[src/rtl/alu_seq.sv]
// alu_seq: registered ALU behind a valid/ready handshake, with iterative shift-add MUL and restoring DIVU.
// Define ALU_SEQ_MULH_EN to keep the full 2*WIDTH product so hi_sel can return the upper half.
module alu_seq #(
  parameter int WIDTH = 16,
  parameter int SHW   = $clog2(WIDTH)
) (
  input  logic             clk,
  input  logic             rst_n,
  input  logic             in_valid,
  output logic             in_ready,
  input  logic [3:0]       oper,
  input  logic [WIDTH-1:0] in_a,
  input  logic [WIDTH-1:0] in_b,
  input  logic             inv_a,
  input  logic             inv_b,
  input  logic             cin,
  input  logic             sign,
  input  logic             hi_sel,
  output logic             out_valid,
  input  logic             out_ready,
  output logic [WIDTH-1:0] result,
  output logic [WIDTH-1:0] rem_out,
  output logic             ofl,
  output logic             zero,
  output logic             div_zero
);

  localparam logic [3:0] OP_ROL  = 4'd0;
  localparam logic [3:0] OP_SLL  = 4'd1;
  localparam logic [3:0] OP_ROR  = 4'd2;
  localparam logic [3:0] OP_SRL  = 4'd3;
  localparam logic [3:0] OP_ADD  = 4'd4;
  localparam logic [3:0] OP_AND  = 4'd5;
  localparam logic [3:0] OP_OR   = 4'd6;
  localparam logic [3:0] OP_XOR  = 4'd7;
  localparam logic [3:0] OP_SCO  = 4'd8;
  localparam logic [3:0] OP_SUB  = 4'd9;
  localparam logic [3:0] OP_SLT  = 4'd10;
  localparam logic [3:0] OP_SLE  = 4'd11;
  localparam logic [3:0] OP_SEQ  = 4'd12;
  localparam logic [3:0] OP_SRA  = 4'd13;
  localparam logic [3:0] OP_MUL  = 4'd14;
  localparam logic [3:0] OP_DIVU = 4'd15;

  localparam int CW = $clog2(WIDTH + 1);
`ifdef ALU_SEQ_MULH_EN
  localparam int PW = 2 * WIDTH;
`else
  localparam int PW = WIDTH;
`endif

  typedef enum logic [1:0] {IDLE, BUSY, DONE} state_t;
  state_t r_state, w_next_state;

  logic [WIDTH-1:0]   w_a, w_b;
  logic [SHW-1:0]     w_sh;
  logic [WIDTH:0]     w_add, w_sub;
  logic [2*WIDTH-1:0] w_rol_full, w_ror_full;
  logic [WIDTH-1:0]   w_sra;
  logic               w_lt, w_eq;
  logic               w_add_sovf, w_sub_sovf;
  logic [WIDTH-1:0]   w_sc_result;
  logic               w_sc_ofl;
  logic               w_accept, w_is_multi;

  logic [WIDTH-1:0]   r_result, r_rem_out;
  logic               r_ofl, r_zero, r_div_zero;

  logic [PW-1:0]      r_acc, r_mcand, w_acc_nxt;
  logic [WIDTH-1:0]   r_mplier, r_divisor, r_quo, r_rem;
  logic [WIDTH-1:0]   w_quo_nxt, w_rem_nxt, w_mul_res, w_final;
  logic [WIDTH:0]     w_trial, w_trial_sub;
  logic               w_ge;
  logic [CW-1:0]      r_cnt;
  logic               r_is_mul;
  logic               w_unused;

  assign w_a = inv_a ? ~in_a : in_a;
  assign w_b = inv_b ? ~in_b : in_b;
  assign w_sh = w_b[SHW-1:0];

  assign w_add = {1'b0, w_a} + {1'b0, w_b} + {{WIDTH{1'b0}}, cin};
  assign w_sub = {1'b0, w_a} + {1'b0, ~w_b} + {{WIDTH{1'b0}}, 1'b1};

  // Rotates fall out of shifting a doubled copy of A.
  assign w_rol_full = {w_a, w_a} << w_sh;
  assign w_ror_full = {w_a, w_a} >> w_sh;
  assign w_sra      = $signed(w_a) >>> w_sh;

  assign w_lt = sign ? ($signed(w_a) < $signed(w_b)) : (w_a < w_b);
  assign w_eq = (w_a == w_b);

  assign w_add_sovf = (w_a[WIDTH-1] == w_b[WIDTH-1]) && (w_add[WIDTH-1] != w_a[WIDTH-1]);
  assign w_sub_sovf = (w_a[WIDTH-1] != w_b[WIDTH-1]) && (w_sub[WIDTH-1] != w_a[WIDTH-1]);

  always_comb begin
    w_sc_result = '0;
    w_sc_ofl    = 1'b0;
    case (oper)
      OP_ROL: w_sc_result = w_rol_full[2*WIDTH-1:WIDTH];
      OP_SLL: w_sc_result = w_a << w_sh;
      OP_ROR: w_sc_result = w_ror_full[WIDTH-1:0];
      OP_SRL: w_sc_result = w_a >> w_sh;
      OP_ADD: begin
        w_sc_result = w_add[WIDTH-1:0];
        w_sc_ofl    = sign ? w_add_sovf : w_add[WIDTH];
      end
      OP_AND: w_sc_result = w_a & w_b;
      OP_OR:  w_sc_result = w_a | w_b;
      OP_XOR: w_sc_result = w_a ^ w_b;
      OP_SCO: w_sc_result = {{(WIDTH-1){1'b0}}, w_add[WIDTH]};
      OP_SUB: begin
        w_sc_result = w_sub[WIDTH-1:0];
        w_sc_ofl    = sign ? w_sub_sovf : ~w_sub[WIDTH];
      end
      OP_SLT: w_sc_result = {{(WIDTH-1){1'b0}}, w_lt};
      OP_SLE: w_sc_result = {{(WIDTH-1){1'b0}}, w_lt | w_eq};
      OP_SEQ: w_sc_result = {{(WIDTH-1){1'b0}}, w_eq};
      OP_SRA: w_sc_result = w_sra;
      default: w_sc_result = '0;
    endcase
  end

  // MUL and DIVU step in lockstep every BUSY cycle; r_is_mul picks which result lands.
  assign w_acc_nxt   = r_mplier[0] ? (r_acc + r_mcand) : r_acc;
  assign w_trial     = {r_rem, r_quo[WIDTH-1]};
  assign w_ge        = (w_trial >= {1'b0, r_divisor});
  assign w_trial_sub = w_trial - {1'b0, r_divisor};
  assign w_rem_nxt   = w_ge ? w_trial_sub[WIDTH-1:0] : w_trial[WIDTH-1:0];
  assign w_quo_nxt   = {r_quo[WIDTH-2:0], w_ge};

`ifdef ALU_SEQ_MULH_EN
  logic r_hi;

  always_ff @(posedge clk) begin
    if (!rst_n) begin
      r_hi <= 1'b0;
    end else if (w_accept && w_is_multi) begin
      r_hi <= hi_sel;
    end
  end

  assign w_mul_res = r_hi ? w_acc_nxt[PW-1:WIDTH] : w_acc_nxt[WIDTH-1:0];
  assign w_unused  = ^{w_rol_full[WIDTH-1:0], w_ror_full[2*WIDTH-1:WIDTH], w_trial_sub[WIDTH]};
`else
  assign w_mul_res = w_acc_nxt[WIDTH-1:0];
  assign w_unused  = ^{w_rol_full[WIDTH-1:0], w_ror_full[2*WIDTH-1:WIDTH], w_trial_sub[WIDTH], hi_sel};
`endif

  assign w_final = r_is_mul ? w_mul_res : w_quo_nxt;

  assign w_is_multi = (oper == OP_MUL) || (oper == OP_DIVU);
  assign in_ready   = rst_n && ((r_state == IDLE) || ((r_state == DONE) && out_ready));
  assign w_accept   = in_valid && in_ready;

  always_comb begin
    w_next_state = r_state;
    case (r_state)
      IDLE: begin
        if (w_accept) w_next_state = w_is_multi ? BUSY : DONE;
      end
      BUSY: begin
        if (r_cnt == CW'(1)) w_next_state = DONE;
      end
      DONE: begin
        if (out_ready) begin
          if (w_accept) w_next_state = w_is_multi ? BUSY : DONE;
          else          w_next_state = IDLE;
        end
      end
      default: w_next_state = IDLE;
    endcase
  end

  always_ff @(posedge clk) begin
    if (!rst_n) begin
      r_state    <= IDLE;
      r_result   <= '0;
      r_rem_out  <= '0;
      r_ofl      <= 1'b0;
      r_zero     <= 1'b0;
      r_div_zero <= 1'b0;
      r_acc      <= '0;
      r_mcand    <= '0;
      r_mplier   <= '0;
      r_divisor  <= '0;
      r_quo      <= '0;
      r_rem      <= '0;
      r_cnt      <= '0;
      r_is_mul   <= 1'b0;
    end else begin
      r_state <= w_next_state;
      if (w_accept) begin
        if (w_is_multi) begin
          r_cnt     <= CW'(WIDTH);
          r_is_mul  <= (oper == OP_MUL);
          r_acc     <= '0;
          r_mcand   <= PW'(w_a);
          r_mplier  <= w_b;
          r_divisor <= w_b;
          r_quo     <= w_a;
          r_rem     <= '0;
        end else begin
          r_result   <= w_sc_result;
          r_rem_out  <= '0;
          r_ofl      <= w_sc_ofl;
          r_zero     <= (w_sc_result == '0);
          r_div_zero <= 1'b0;
        end
      end else if (r_state == BUSY) begin
        r_cnt    <= r_cnt - CW'(1);
        r_acc    <= w_acc_nxt;
        r_mcand  <= r_mcand << 1;
        r_mplier <= r_mplier >> 1;
        r_quo    <= w_quo_nxt;
        r_rem    <= w_rem_nxt;
        // A zero divisor needs no special case: every trial subtract succeeds,
        // giving an all-ones quotient and A shifted through as the remainder.
        if (r_cnt == CW'(1)) begin
          r_result   <= w_final;
          r_rem_out  <= r_is_mul ? '0 : w_rem_nxt;
          r_ofl      <= 1'b0;
          r_zero     <= (w_final == '0);
          r_div_zero <= !r_is_mul && (r_divisor == '0);
        end
      end
    end
  end

  assign out_valid = (r_state == DONE);
  assign result    = r_result;
  assign rem_out   = r_rem_out;
  assign ofl       = r_ofl & out_valid;
  assign zero      = r_zero & out_valid;
  assign div_zero  = r_div_zero & out_valid;

endmodule

[config.mk]
export PLATFORM = sky130hd
export DESIGN_NAME = alu_seq
export DESIGN_NICKNAME = d
export VERILOG_FILES = /design/src/rtl/alu_seq.sv
export SDC_FILE = /design/constraint.sdc
export NUM_CORES = 1
export LEC_CHECK = 0
export CELL_PAD_IN_SITES_DETAIL_PLACEMENT = 1
export CELL_PAD_IN_SITES_GLOBAL_PLACEMENT = 2
export CORE_MARGIN = 5
export CORE_UTILIZATION = 32
export DETAILED_ROUTE_END_ITERATION = 7
export HOLD_SLACK_MARGIN = 0.06
export PLACE_DENSITY_LB_ADDON = 0.1
export SYNTH_ARGS = -nofsm -noshare
export SYNTH_HDL_FRONTEND = slang
export SYNTH_SLANG_ARGS = --single-unit
[constraint.sdc]
create_clock -name clk -period 5.2 [get_ports clk]
set_input_delay 1.04 -clock clk [delete_from_list [all_inputs] [get_ports clk]]
set_output_delay 1.04 -clock clk [all_outputs]
set_load 0.05 [all_outputs]
======== Yosys cells after proc, flatten, opt, wreduce, memory -nomap -nowiden ========
Index checks and enable logic that the tools add are counted.
operators by class
  add/sub/neg operators ................... 7
  equal/unequal tests ..................... 28
  bitwise logic cells ..................... 11
  shift-type cells ........................ 5
  reductions and logical operators ........ 20
  multiply operators ...................... 0
  order comparisons ....................... 3
  divide/modulo/power cells ............... 0
  mux-type cells .......................... 53
operator list
  operator                 count
  $mux W16                 27
  $pmux W16 S14            1
  $logic_not A16 Y1        3
  $not A16 Y16             3
  $add A16 B16 Y17         2
  $eq A4 B4 Y1 const B     8
  $lt A16 B16 Y1           2
  $shl A32 B4 Y32          1
  $shr A32 B4 Y16          1
  $add A17 B1 Y17          1
  $add A17 B1 Y17 const B  1
  $ge A17 B16 Y1           1
  $add A16 B16 Y16         1
  $and A16 B16 Y16         1
  $eq A16 B16 Y1           1
  $eq A4 B3 Y1 const B     4
  $or A16 B16 Y16          1
  $shl A16 B4 Y16          1
  $shr A16 B4 Y16          1
  $sshr A16 B4 Y16         1
  $sub A16 B16 Y16         1
  $xor A16 B16 Y16         1
  $mux W1                  15
  $mux W5                  3
  24 further kinds         45
storage, ports and cells
  ROM bits ................................ 0
  logic and storage cells ................. 141
  output and inout port bits .............. 37
  flip-flop bits (word level) ............. 139
  bits in latches ......................... 0
  input bits .............................. 45
  memories ................................ 0
  bits in writable memories ............... 0

======== Logic depth before layout (Yosys ltp) ========
  depth after elaboration ................. 11
  depth in mapped cells ................... 18
  gate-level depth less buffers ........... 16

======== Worst setup path after synthesis ========
No wires, ideal clock.
  path kind ............................... input to register
  from .................................... input port inv_b
  to ...................................... register r_zero
  buffers on the path ..................... 4
  cell stages on the path ................. 17
  data required time ...................... 5131 ps
  setup time .............................. 69 ps
  data arrival time ....................... 5031 ps
  slack ................................... 100 ps
  cell sequence ........................... buf_6 > buf_1 > clkbuf_1 > xnor2_1 > ha_1 > clkbuf_1 > a21o_1 > a21oi_1 > a2bb2oi_1 > nand2_1 > a221o_1 > o21ai_0 > o2111ai_1 > or4_1 > nor4_1 > nand4_1 > o21ai_1
on the way
  word-level cells in the longest chain between the ends .. 8
  elaborated cells between the ends (all ways) .. 23
  classes of those cells .................. add/sub: 4; order compare: 2; eq/ne: 1; shift: 5; mux: 5; bitwise: 5; reduce/logical: 1
ends and longest elaborated chain
  element                                                 line     source
  from (decl)                                             15       input logic inv_b,
  $mux W16 *                                              79       assign w_b = inv_b ? ~in_b : in_b;
  $not A16 Y16 / $lt A16 B16 Y1 (equally long branches)   83, 90
  $add A16 B16 Y17 / $mux W1 (equally long branches)      83, 90
  $add A17 B1 Y17 / $or A1 B1 Y1 (equally long branches)  83, 117
  $pmux W16 S14 *                                         99       case (oper)
  $logic_not A16 Y1 *                                     207      r_zero <= (w_sc_result == '0);
  $mux W1 *                                               194      if (w_is_multi) begin
  $mux W1 *                                               193      if (w_accept) begin
  to (signal assigned)                                    207
  to (signal assigned)                                    223      r_zero <= (w_final == '0);
  to (decl)                                               67       logic r_ofl, r_zero, r_div_zero;
Every way passes the cells marked *; elsewhere a longest branch is shown, timed or not. The select of a mux whose other input is x is not followed.
A chain may end at the register's enable or synchronous reset.

======== Final worst setup path ========
  from .................................... input port in_a[0]
  to ...................................... register r_zero
on the way
  word-level cells in the longest chain between the ends .. 9
  elaborated cells between the ends (all ways) .. 23
  classes of those cells .................. add/sub: 4; order compare: 2; eq/ne: 1; shift: 5; mux: 5; bitwise: 5; reduce/logical: 1
ends and longest elaborated chain
  element                                                   line  source
  from (decl)                                               12    input logic [WIDTH-1:0] in_a,
  $not A16 Y16                                              78    assign w_a = inv_a ? ~in_a : in_a;
  $mux W16 *                                                78
  branches (longest 3 deep; another with $add A16 B16 Y17)  n/a
  $pmux W16 S14 *                                           99
  $logic_not A16 Y1 *                                       207
  $mux W1 *                                                 194
  $mux W1 *                                                 193
Every way passes the cells marked *. The select of a mux whose other input is x is not followed.

==> impl_summary.md <==
Status
The flow ran to the end, and the final reports show no timing, DRC or antenna violations.

Flow run
The max-cap check violation count is 0.

Layout
The antenna cell count is 0. Leaving out fill and tap cells, the most frequent cells in the layout are sky130_fd_sc_hd__nor2_1, sky130_fd_sc_hd__buf_4, sky130_fd_sc_hd__nand2_1. The final standard cell count with taps included and fillers excluded is between 2000 and 2500. The sequential cells in the finished layout cover a total of approximately 0.0028 sq mm. Leaving out fill and tap cells, the most frequent cell in the layout is sky130_fd_sc_hd__nor2_1. For this run, the post-layout net count is ~2100. The area used by multi-input combinational logic is roughly 0.0093 sq mm. After routing the design area is between 0.015 and 0.02 sq mm.

Compared with the post-synthesis result, the final layout area differs by 23.4%. Cells with a size suffix above 1 make up between 10% and 20% of the layout. The filler cells instantiated in the layout total 4962. The utilization after layout is between 30% and 40%.

CTS
The maximum clock path buffer count is 2. The number of hold buffers added after CTS is 0. The total clock buffers created by CTS is 17. The number of sinks handled by clock tree synthesis is 139.

The clock latency reported for the late side of the worst-skew pair is about 0.43 ns. TritonCTS built the clock tree. The clock tree synthesis step divided the H-tree into 4 levels. The clock-pin slew reported for the worst setup and hold paths after clock tree synthesis is around 0.060 ns. The clock root buffer master is sky130_fd_sc_hd__clkbuf_16.

Critical path
The maximum fanout encountered on the critical timing path is 6. The critical setup path kind is primary input to flip-flop. The worst path arrival time is approximately 5.4 ns.

The critical path required time is approximately 5.6 ns. The startpoint class of the critical path is a primary input. The kind of end point of the critical path is a flip-flop.

Route
The total wirelength of the detailed-routed design is 58900 um. The routed via count divided by cell count is 5.76. The total DRC errors in the routed layout is 0.

The remaining antenna violation count is 0. Dividing the detail-routed wire length by the instance count gives approximately 24 um. The final route contains approximately 14000 vias. The iteration-0 DRC count of the detailed router is around 1200. The pre-antenna-repair detailed-routing pass consisted of 5 iterations.

Placement
The placed cell area is 0.0152 sq mm. The count of placed standard cells including taps is approximately 2400. The final RePlAce weighted congestion is around 0.96. The number of port buffers is 80. The worst setup slack after placement is -0.347 ns.

The HPWL after detailed placement is approximately 47000 um.

Die
After floorplanning, the core was divided into 73 placement rows. The total I/O pin count is roughly 80. For this configuration, the core starts out at a cell density of 32.2%. The width of the chip is around 210 um. The die area is between 0.04 and 0.05 sq mm. The core box area is between 0.03 and 0.04 sq mm.

Measured along the y axis, the die boundary spans around 210 um.

Synth
The Yosys step of the flow raised 0 warnings. Among all flip-flop cells after synthesis, the most frequent one is sky130_fd_sc_hd__dfxtp_1. The number of unique standard cell types used by synthesis is 82. Yosys mapped a number of flops with a built-in enable equal to 0.

When the netlist entered floorplanning its net count stood at 1890. Averaged over all synthesized cells, the footprint is roughly 7.3 sq um. The share of flip-flops with an asynchronous set or reset is 0%. The sequential-to-total area share from yosys stat is between 20% and 30%. Synthesis inferred around 140 register bits. The synthesized instance count is 1758.

After synthesis the cells add up to ~0.013 sq mm.

Min path
The path class of the tightest hold or removal check is flip-flop to flip-flop.

Pwr
Power comes to about 4 mW. The leakage power figure is 6.28 nW. VDD sags by at most 198 uV. The power density over the cells is ~250 mW/mm^2.

Global route
The overflow left after global routing is 0. The global-route usage over all layers is between 20% and 30%. The number of global-route vias before repair is around 14000.

Entering global routing, the biggest net connects 70 pins. The number of antenna violations at the first check in global routing came to 0. The global-route wire length before repair is about 89000 um.

STA
Setup repair after global routing left no endpoint under its margin. The count of final hold-check violations was 0. For the final routed database, the setup TNS stands at 0 ns. The number of slew-limit violations in the final report is 0. The worst slew slack as a fraction of its limit is approximately a quarter. Clock skew on the completed layout was measured at 0.00571 ns. The worst path uses 96.4% of the clock period. The final setup violation count is 0.

At the pin with the least slew margin, the transition time is between 1 and 1.5 ns. After layout, the minimum clock period comes to ~5 ns. The worst hold slack is roughly 0.45 ns. The setup slack after layout is around 0.19 ns. Static timing analysis puts the maximum clock frequency at 199 MHz.
[kinds of logic (layout without fill, tap and decap cells)]
| kind of cell | after synthesis | after routing | synth area share [%] |
|---|---|---|---|
| AND/OR/NAND/NOR | 658 | 658 | 23.8 |
| AO/OA/AOI/OAI | 553 | 553 | 28.5 |
| buffers and inverters | 196 | 378 | 6.26 |
| flip-flops | 139 | 139 | 21.8 |
| adder cells (fa/ha/maj) | 87 | 87 | 8.81 |
| XOR/XNOR | 69 | 69 | 5.02 |
| multiplexers | 56 | 56 | 5.90 |
[cell usage after synthesis (all sizes together) (31+ instances only)]
library cell | n | area, sq um
nor2b | 46 | 288
mux2i | 39 | 394
buf | 32 | 179
nor2 | 240 | 903
a22oi | 31 | 233
inv | 78 | 295
a21oi | 163 | 816
a211oi | 33 | 253
a221oi | 42 | 374
xnor2 | 44 | 423
nor3 | 36 | 180
o21ai | 95 | 483
nand2 | 168 | 631
clkbuf | 84 | 318
dfxtp | 139 | 2780
ha | 82 | 1030
and2 | 32 | 200
nand3 | 42 | 210
[area by class of cell]
class / instances / share of cell area, %
flip-flops and latches: 139 / 17.6
inverters: 80 / 1.94
clock inverters: 3 / 0.254
clock buffers: 25 / 3.08
well taps: 525 / 4.16
repair buffers: 270 / 14.2
multi-input cells: 1423 / 58.7
[per-layer routing]
metal / up-vias / track usage (%) / routed length (um)
met5: - / 0 / 0
met4: 0 / 4.57 / 873
met3: 39 / 5.22 / 3430
met2: 331 / 40.2 / 25900
met1: 7095 / 37.8 / 28600
li1: 6727 / - / -
[worst max-delay path, stage by stage]
cell and delay [ns]:
sky130_fd_sc_hd__clkdlybuf4s50_1 0.44, sky130_fd_sc_hd__xor2_1 0.16, sky130_fd_sc_hd__buf_4 0.16, sky130_fd_sc_hd__buf_4 0.15
sky130_fd_sc_hd__inv_1 0.08, sky130_fd_sc_hd__ha_1 0.19, sky130_fd_sc_hd__inv_1 0.07, sky130_fd_sc_hd__fa_1 0.47
sky130_fd_sc_hd__o31a_1 0.37, sky130_fd_sc_hd__a31oi_1 0.23, sky130_fd_sc_hd__nand2_1 0.12, sky130_fd_sc_hd__a221o_1 0.36
sky130_fd_sc_hd__o21ai_1 0.17, sky130_fd_sc_hd__o2111ai_1 0.24, sky130_fd_sc_hd__or4_1 0.54, sky130_fd_sc_hd__nor4_1 0.30
sky130_fd_sc_hd__nand4_1 0.14, sky130_fd_sc_hd__o21ai_1 0.13
[path summary, 6_finish.rpt]
kind              slack [ns]         start           to  cells past startpoint
setup reg to reg        1.56  r_divisor[1]       r_zero                     14
hold / removal          0.45   rem_out[10]  rem_out[10]                      2
setup / recovery        0.19       in_a[0]       r_zero                     18
hold reg to reg         0.45   rem_out[10]  rem_out[10]                      2
[report_power, final]
group	total [mW]	internal, mW	switching, mW
Sequential	1.10	1.09	0.0172
Combinational	1.68	0.643	1.03
Clock	1.13	0.683	0.448
Total	3.91	2.41	1.50
[registers in the layout (all words and copies together), names as in the netlist]
signal and cells:
r_mplier 16, r_rem 16, r_div_zero 1, r_is_mul 1, r_zero 1, rem_out 16, result 16, r_quo 16
r_cnt 5, r_acc 16, r_ofl 1, r_mcand 16, r_divisor 16, r_state 2
[timing repair]
item | in CTS | in global routing
resized for setup | 0 | 3
buffers inserted | 0 | 0
setup endpoints to repair | 0 | 2
endpoints found under the hold margin | 0 | 0
Power figures use the tool's default switching activity.
==> edit 1 (same flow settings) <==
Add a define of `ALU_SEQ_MULH_EN`.
--- a/src/rtl/alu_seq.sv
+++ b/src/rtl/alu_seq.sv
@@ -2,2 +2,4 @@
 // Define ALU_SEQ_MULH_EN to keep the full 2*WIDTH product so hi_sel can return the upper half.
+`define ALU_SEQ_MULH_EN
+
 module alu_seq #(
Behaviour: no difference found for any inputs over 4 cycles, from zero or initial values and one cycle with rst_n low; that may be too few to reach the edited logic, so the function may still have changed.
==> edit 1 against the original RTL <==
  * The run now ends with max-capacitance violations left
  * Setup slack better by 0.091 ns
  * Fmax up 1.9%
  * Sequential cell count up 33
  * Combinational power up 8%
  * Clock power up 17%
  * Cell area up 20%
  * Synthesized area up 25%
  * Cell count up 20%
  * Via count up 21%
  * Non-clock buffer count down 25
  * First-iteration DRC count down 6.3%
  * Total power up 15%
  * Routed wire length up 28%
  * Largest cell class unchanged
==> edit 1: results (changes against the original RTL) <==
[run_status]
status = finished with violations  ; was finished clean
failed_checks = max-capacitance violations

[global_route]
global_route_wire_length_before_repair_um = 112000  ; was 88700 um
grt.total_usage_pct = 27.0  ; was 26.0%
largest_net_degree_at_the_start_of_global_routing = 77  ; was 70
initial_antenna_violation_count = 1  ; was 0
grt_pass1_vias = 17200  ; was 14.1k

[cells_and_area]
drive_above_1_share_pct = 11.9  ; was 13.2%
finalNetCount = 2429  ; was 2063
stdcell_count = 2966  ; was 2465

[critical_path]
slowest_delay_ns = 0.51  ; was 0.54 ns
worst_path_dominant_cell_family = simple AND/OR/NAND/NOR gates  ; was compound AO/OA/AOI/OAI gates
worst_r2r_path_depth = 12  ; was 14
critical_path_arrival_ns = 5.29  ; was 5.37 ns

[pwr]
vdd_drop_max_mv = 0.211  ; was 0.198 mV

[placement]
buffer_ports.inserted = 81  ; was 80
placement.cell_area_um2 = 18300  ; was 15200 um2

[yosys]
synth.area.top_cells = dfxtp_1, ha_1, a21oi_1, nand2_1, nor2_1  ; was dfxtp_1, ha_1, nor2_1, a21oi_1, nand2_1
synthesis.nets = 2326  ; was 1890
yosys.cell_types.count = 87  ; was 82
synth.cells.most_frequent = nand2_1, a21oi_1, nor2_1, dfxtp_1, clkbuf_1  ; was nor2_1, nand2_1, a21oi_1, dfxtp_1, o21ai_0
synthesized_instance_count = 2178  ; was 1758

[cts]
worst_skew_pair.late_latency_ns = 0.46  ; was 0.43 ns

[detailed_routing]
drt-total-wl_um = 75100  ; was 58900 um
vias_per_cell = 5.77  ; was 5.76

[flow_run]
cap_viol_max_count = 1  ; was 0

==> edit 1: path summary, 6_finish.rpt <==
path                start  slack [ns]            to
max               in_b[0]        0.28        r_zero
max reg2reg   r_mcand[15]        0.87    result[14]
min reg2reg  r_mplier[13]        0.45  r_mplier[13]
min          r_mplier[13]        0.45  r_mplier[13]
==> edit 1: kinds of logic after synthesis <==
family / synth area share, %
AND/OR/NAND/NOR: 22.2
AO/OA/AOI/OAI: 28.4
buffers and inverters: 6.24
flip-flops: 21.5
XOR/XNOR: 6.07
adder cells (fa/ha/maj): 8.27
multiplexers: 7.34
==> edit 1: report_power, final <==
group	switching, W	leakage (nW)	internal, W
Combinational	0.00112	5.60	0.000693
Sequential	0.0000258	1.39	0.00134
Clock	0.000611	0.287	0.000711
Total	0.00176	7.27	0.00274
==> edit 1: stage by stage <==
stage | worst slack (ns) | TNS [ns]
after CTS | 0.326 | 0
after floorplan | 0.0869 | 0
final | 0.277 | 0
after global placement | -0.0796 | -0.0796
after detailed placement | -0.122 | -0.122
after global routing | 0.0702 | 0
==> edit 1: final cells by class <==
type,instances,area (um2),share of cell area (%)
multi-input cells,1758,11600,61.5
flip-flops and latches,172,3440,18.2
repair buffers,245,2090,11.0
well taps,672,841,4.44
clock buffers,20,467,2.46
inverters,87,332,1.75
clock inverters,12,123,0.648
==> edit 1: timing repair <==
action / 4_1_cts / 5_1_grt
resized for setup: 0 / 1
hold buffers: 0 / 0
setup endpoints to repair: 0 / 1
==> edit 1: layer usage <==
layer	vias up	track usage, %	part of all wire [%]
met5	-	0	0.017
met4	2	5.25	1.7
met3	63	5.35	5.0
met2	371	41.8	44
met1	8543	39.1	49
li1	8126	-	-
==> edit 1: worst reg2reg max path, cell delays in order, from the launching register on <==
cell,delay [ns]
dfxtp_1,0.48
ha_1,0.38
a21oi_1,0.37
o21ai_0,0.23
a211o_1,0.35
o21ai_0,0.51
a21oi_1,0.28
a41oi_1,0.35
nor2b_1,0.11
and3_1,0.19
o32ai_1,0.69
nand2_1,0.13
a21boi_0,0.19
==> edit 2 (same settings) <==
Without the edit above. Encoding of `state_t`: now one-hot (3 bits for 3 states).
--- a/src/rtl/alu_seq.sv
+++ b/src/rtl/alu_seq.sv
@@ -51,3 +51,3 @@
 
-  typedef enum logic [1:0] {IDLE, BUSY, DONE} state_t;
+  typedef enum logic [2:0] {IDLE = 3'b001, BUSY = 3'b010, DONE = 3'b100} state_t;
   state_t r_state, w_next_state;
Function: no difference found for any inputs over 4 cycles, from zero or initial values and one cycle with rst_n low; so few cycles prove little.
==> edit 2 against the original RTL <==
  * Routed wire length shrank 1.9%
  * Worst hold slack gained 0.010 ns
  * Cell area up 1.1%
  * Sequential share of layout area is 0.064 points lower
  * Fmax is 1.7% higher
  * Critical endpoint unchanged
  * Setup slack improved by 0.083 ns
  * Highest routed layer unchanged
  * Core utilization decreased by 0.56 points
  * Clock power grew 12%
  * Total power barely moved
  * First-iteration DRC count decreased by 23%
  * Sequential cell count grew 1
  * Non-clock buffer count fell by 28
  * Synthesized area up 2.2%
==> edit 2: results (changes against the original RTL) <==
[critical_path]
r2r-end = r_zero  ; unchanged
end_kind = flip-flop  ; unchanged
regToRegSetupSlack_ns = 1.05  ; was 1.56 ns
worst_r2r_path_depth = 13  ; was 14
worstSetupStartpoint = inv_a  ; was in_a[0]
critical_path.reg2reg.startpoint = r_mcand[0]  ; was r_divisor[1]
critPathMaxFanout = 3  ; was 6

[yosys]
synth.cells.most_frequent = nand2_1, nor2_1, dfxtp_1, a21oi_1, clkbuf_1  ; was nor2_1, nand2_1, a21oi_1, dfxtp_1, o21ai_0
synthesis.nets = 1896  ; was 1890
synthesized_instance_count = 1764  ; was 1758
synth.area.top_cells = dfxtp_1, ha_1, nand2_1, a21oi_1, nor2_1  ; was dfxtp_1, ha_1, nor2_1, a21oi_1, nand2_1
yosys.cell_types.count = 96  ; was 82
asyncSetResetFlopFracSynth_pct = 0  ; unchanged
synth_ff_type = dfxtp_1  ; unchanged
yosysWarningCount = 0  ; unchanged
ys_seq_area_share_pct = 21.5  ; was 21.8%

[cts]
post_cts_buffers = 0  ; unchanged
clk_transition_reported_paths_ns = 0.06  ; about the same
cts_resized = 1  ; was 0
cts-buffers-inserted = 17  ; unchanged
clk_buf_depth = 2  ; unchanged
worst_skew_pair.late_latency_ns = 0.44
clockRootBuffer = clkbuf_16  ; unchanged
cts_htree_levels = 4  ; unchanged

[min_path]
hold-path-cell-count = 2  ; unchanged
hold_start = result[12]  ; was rem_out[10]
worst_hold_check_path_type = reg -> reg  ; unchanged
hold_end = result[12]  ; was rem_out[10]

[global_route]
global_route_wire_length_before_repair_um = 87100  ; was 88700 um
met2_track_demand_over_resource_pct = 41.2  ; was 40.2%
grt_pass1_vias = 14000  ; was 14.1k
grt_use_met3_pct = 1.87  ; was 5.22%
grt.total_usage_pct = 25.0  ; was 26.0%
initial_antenna_violation_count = 0  ; unchanged
largest_net_degree_at_the_start_of_global_routing = 118  ; was 70
grt_met1_usage_pct = 33.8  ; was 37.8%

[detailed_routing]
drt-initial-drc-count = 952  ; was 1242
wl_met3_um = 1870  ; was 3430 um
drt-total-wl_um = 57700  ; was 58900 um
met2_length_um = 26900  ; was 25900 um
highest_layer = met4  ; unchanged
vias_per_cell = 5.77  ; was 5.76
routedLengthMet1_um = 26300  ; was 28600 um
detailedRoute.firstPassIterationCount = 5  ; unchanged

[placement]
buffer_ports.inserted = 80  ; unchanged
detailedPlacementHpwl_um = 45600  ; was 46600 um
placement.cell_area_um2 = 15300  ; was 15200 um2
gp_routability_congestion = 1.02  ; was 0.956
placedCellCount = 2417  ; was 2437

[cells_and_area]
drive_above_1_share_pct = 13.0  ; was 13.2%
antenna-diode-count = 0  ; unchanged
finalNetCount = 2036  ; was 2063
stdcell_count = 2449  ; was 2465

[pwr]
cellLeakagePower_nw = 6.31  ; was 6.28 nW
vdd_drop_max_mv = 0.219  ; was 0.198 mV

[timing]
timing.max_slew.rel_slack_pct = 27.5  ; was 25.8%
worst_skew_ns = 0.0132  ; was 0.00571 ns

[run_status]
status = finished clean  ; unchanged

-- edit 2: cells by family (layout without fill, tap and decap cells) --
family                     after synthesis  count (layout)  share of synthesized area (%)
and+or+nand+nor                        652             652                           24.5
buffers and inverters                  208             361                           6.52
xor gates and xnor gates                60              60                           4.22
muxes                                   41              41                           4.32
adders and majority gates               87              87                           8.62
AOI/OAI and AO/OA                      576             576                           30.4
DFF                                    140             140                           21.5
-- edit 2: layout make-up --
class,count,area [um2]
Fill cell,4998,24700
Tap cell,532,666
Inverter,87,332
Clock buffer,21,460
Clock inverter,11,143
Sequential cell,140,2800
Timing Repair Buffer,242,2070
Multi-Input combinational cell,1416,9480
-- edit 2: worst max-delay path, stage by stage --
cell	delay, ns
clkdlybuf4s50_1	0.51
nand2b_1	0.17
nand2_1	0.18
fa_1	0.47
inv_1	0.10
fa_1	0.22
o21bai_1	0.13
a2111oi_0	0.50
buf_4	0.22
xnor2_1	0.12
a21oi_1	0.14
a22o_1	0.21
a2111oi_1	0.33
buf_4	0.21
nand4_1	0.11
nor4_2	0.30
nand4b_1	0.15
a31oi_1	0.17
-- edit 2: where the power goes --
part / total (W) / internal (W) / switching, W
sequential: 0.00110 / 0.00109 / 0.0000140
clock: 0.00126 / 0.000776 / 0.000484
combinational: 0.00154 / 0.000612 / 0.000932
total: 0.00391 / 0.00248 / 0.00143
-- edit 2: stage by stage --
stage	setup TNS, ns	hold slack (ns)	power, W	setup slack (ns)	util [%]
after floorplan	0	0.440	0.00198	0.376	-
after global placement	-1.10	0.440	0.00263	-0.361	37.6
after detailed placement	-1.74	0.462	0.00264	-0.445	37.6
after CTS	0	0.471	0.00392	0.0673	39.1
after global routing	0	0.491	0.00409	0.00303	39.2
final	0	0.464	0.00391	0.269	39.2
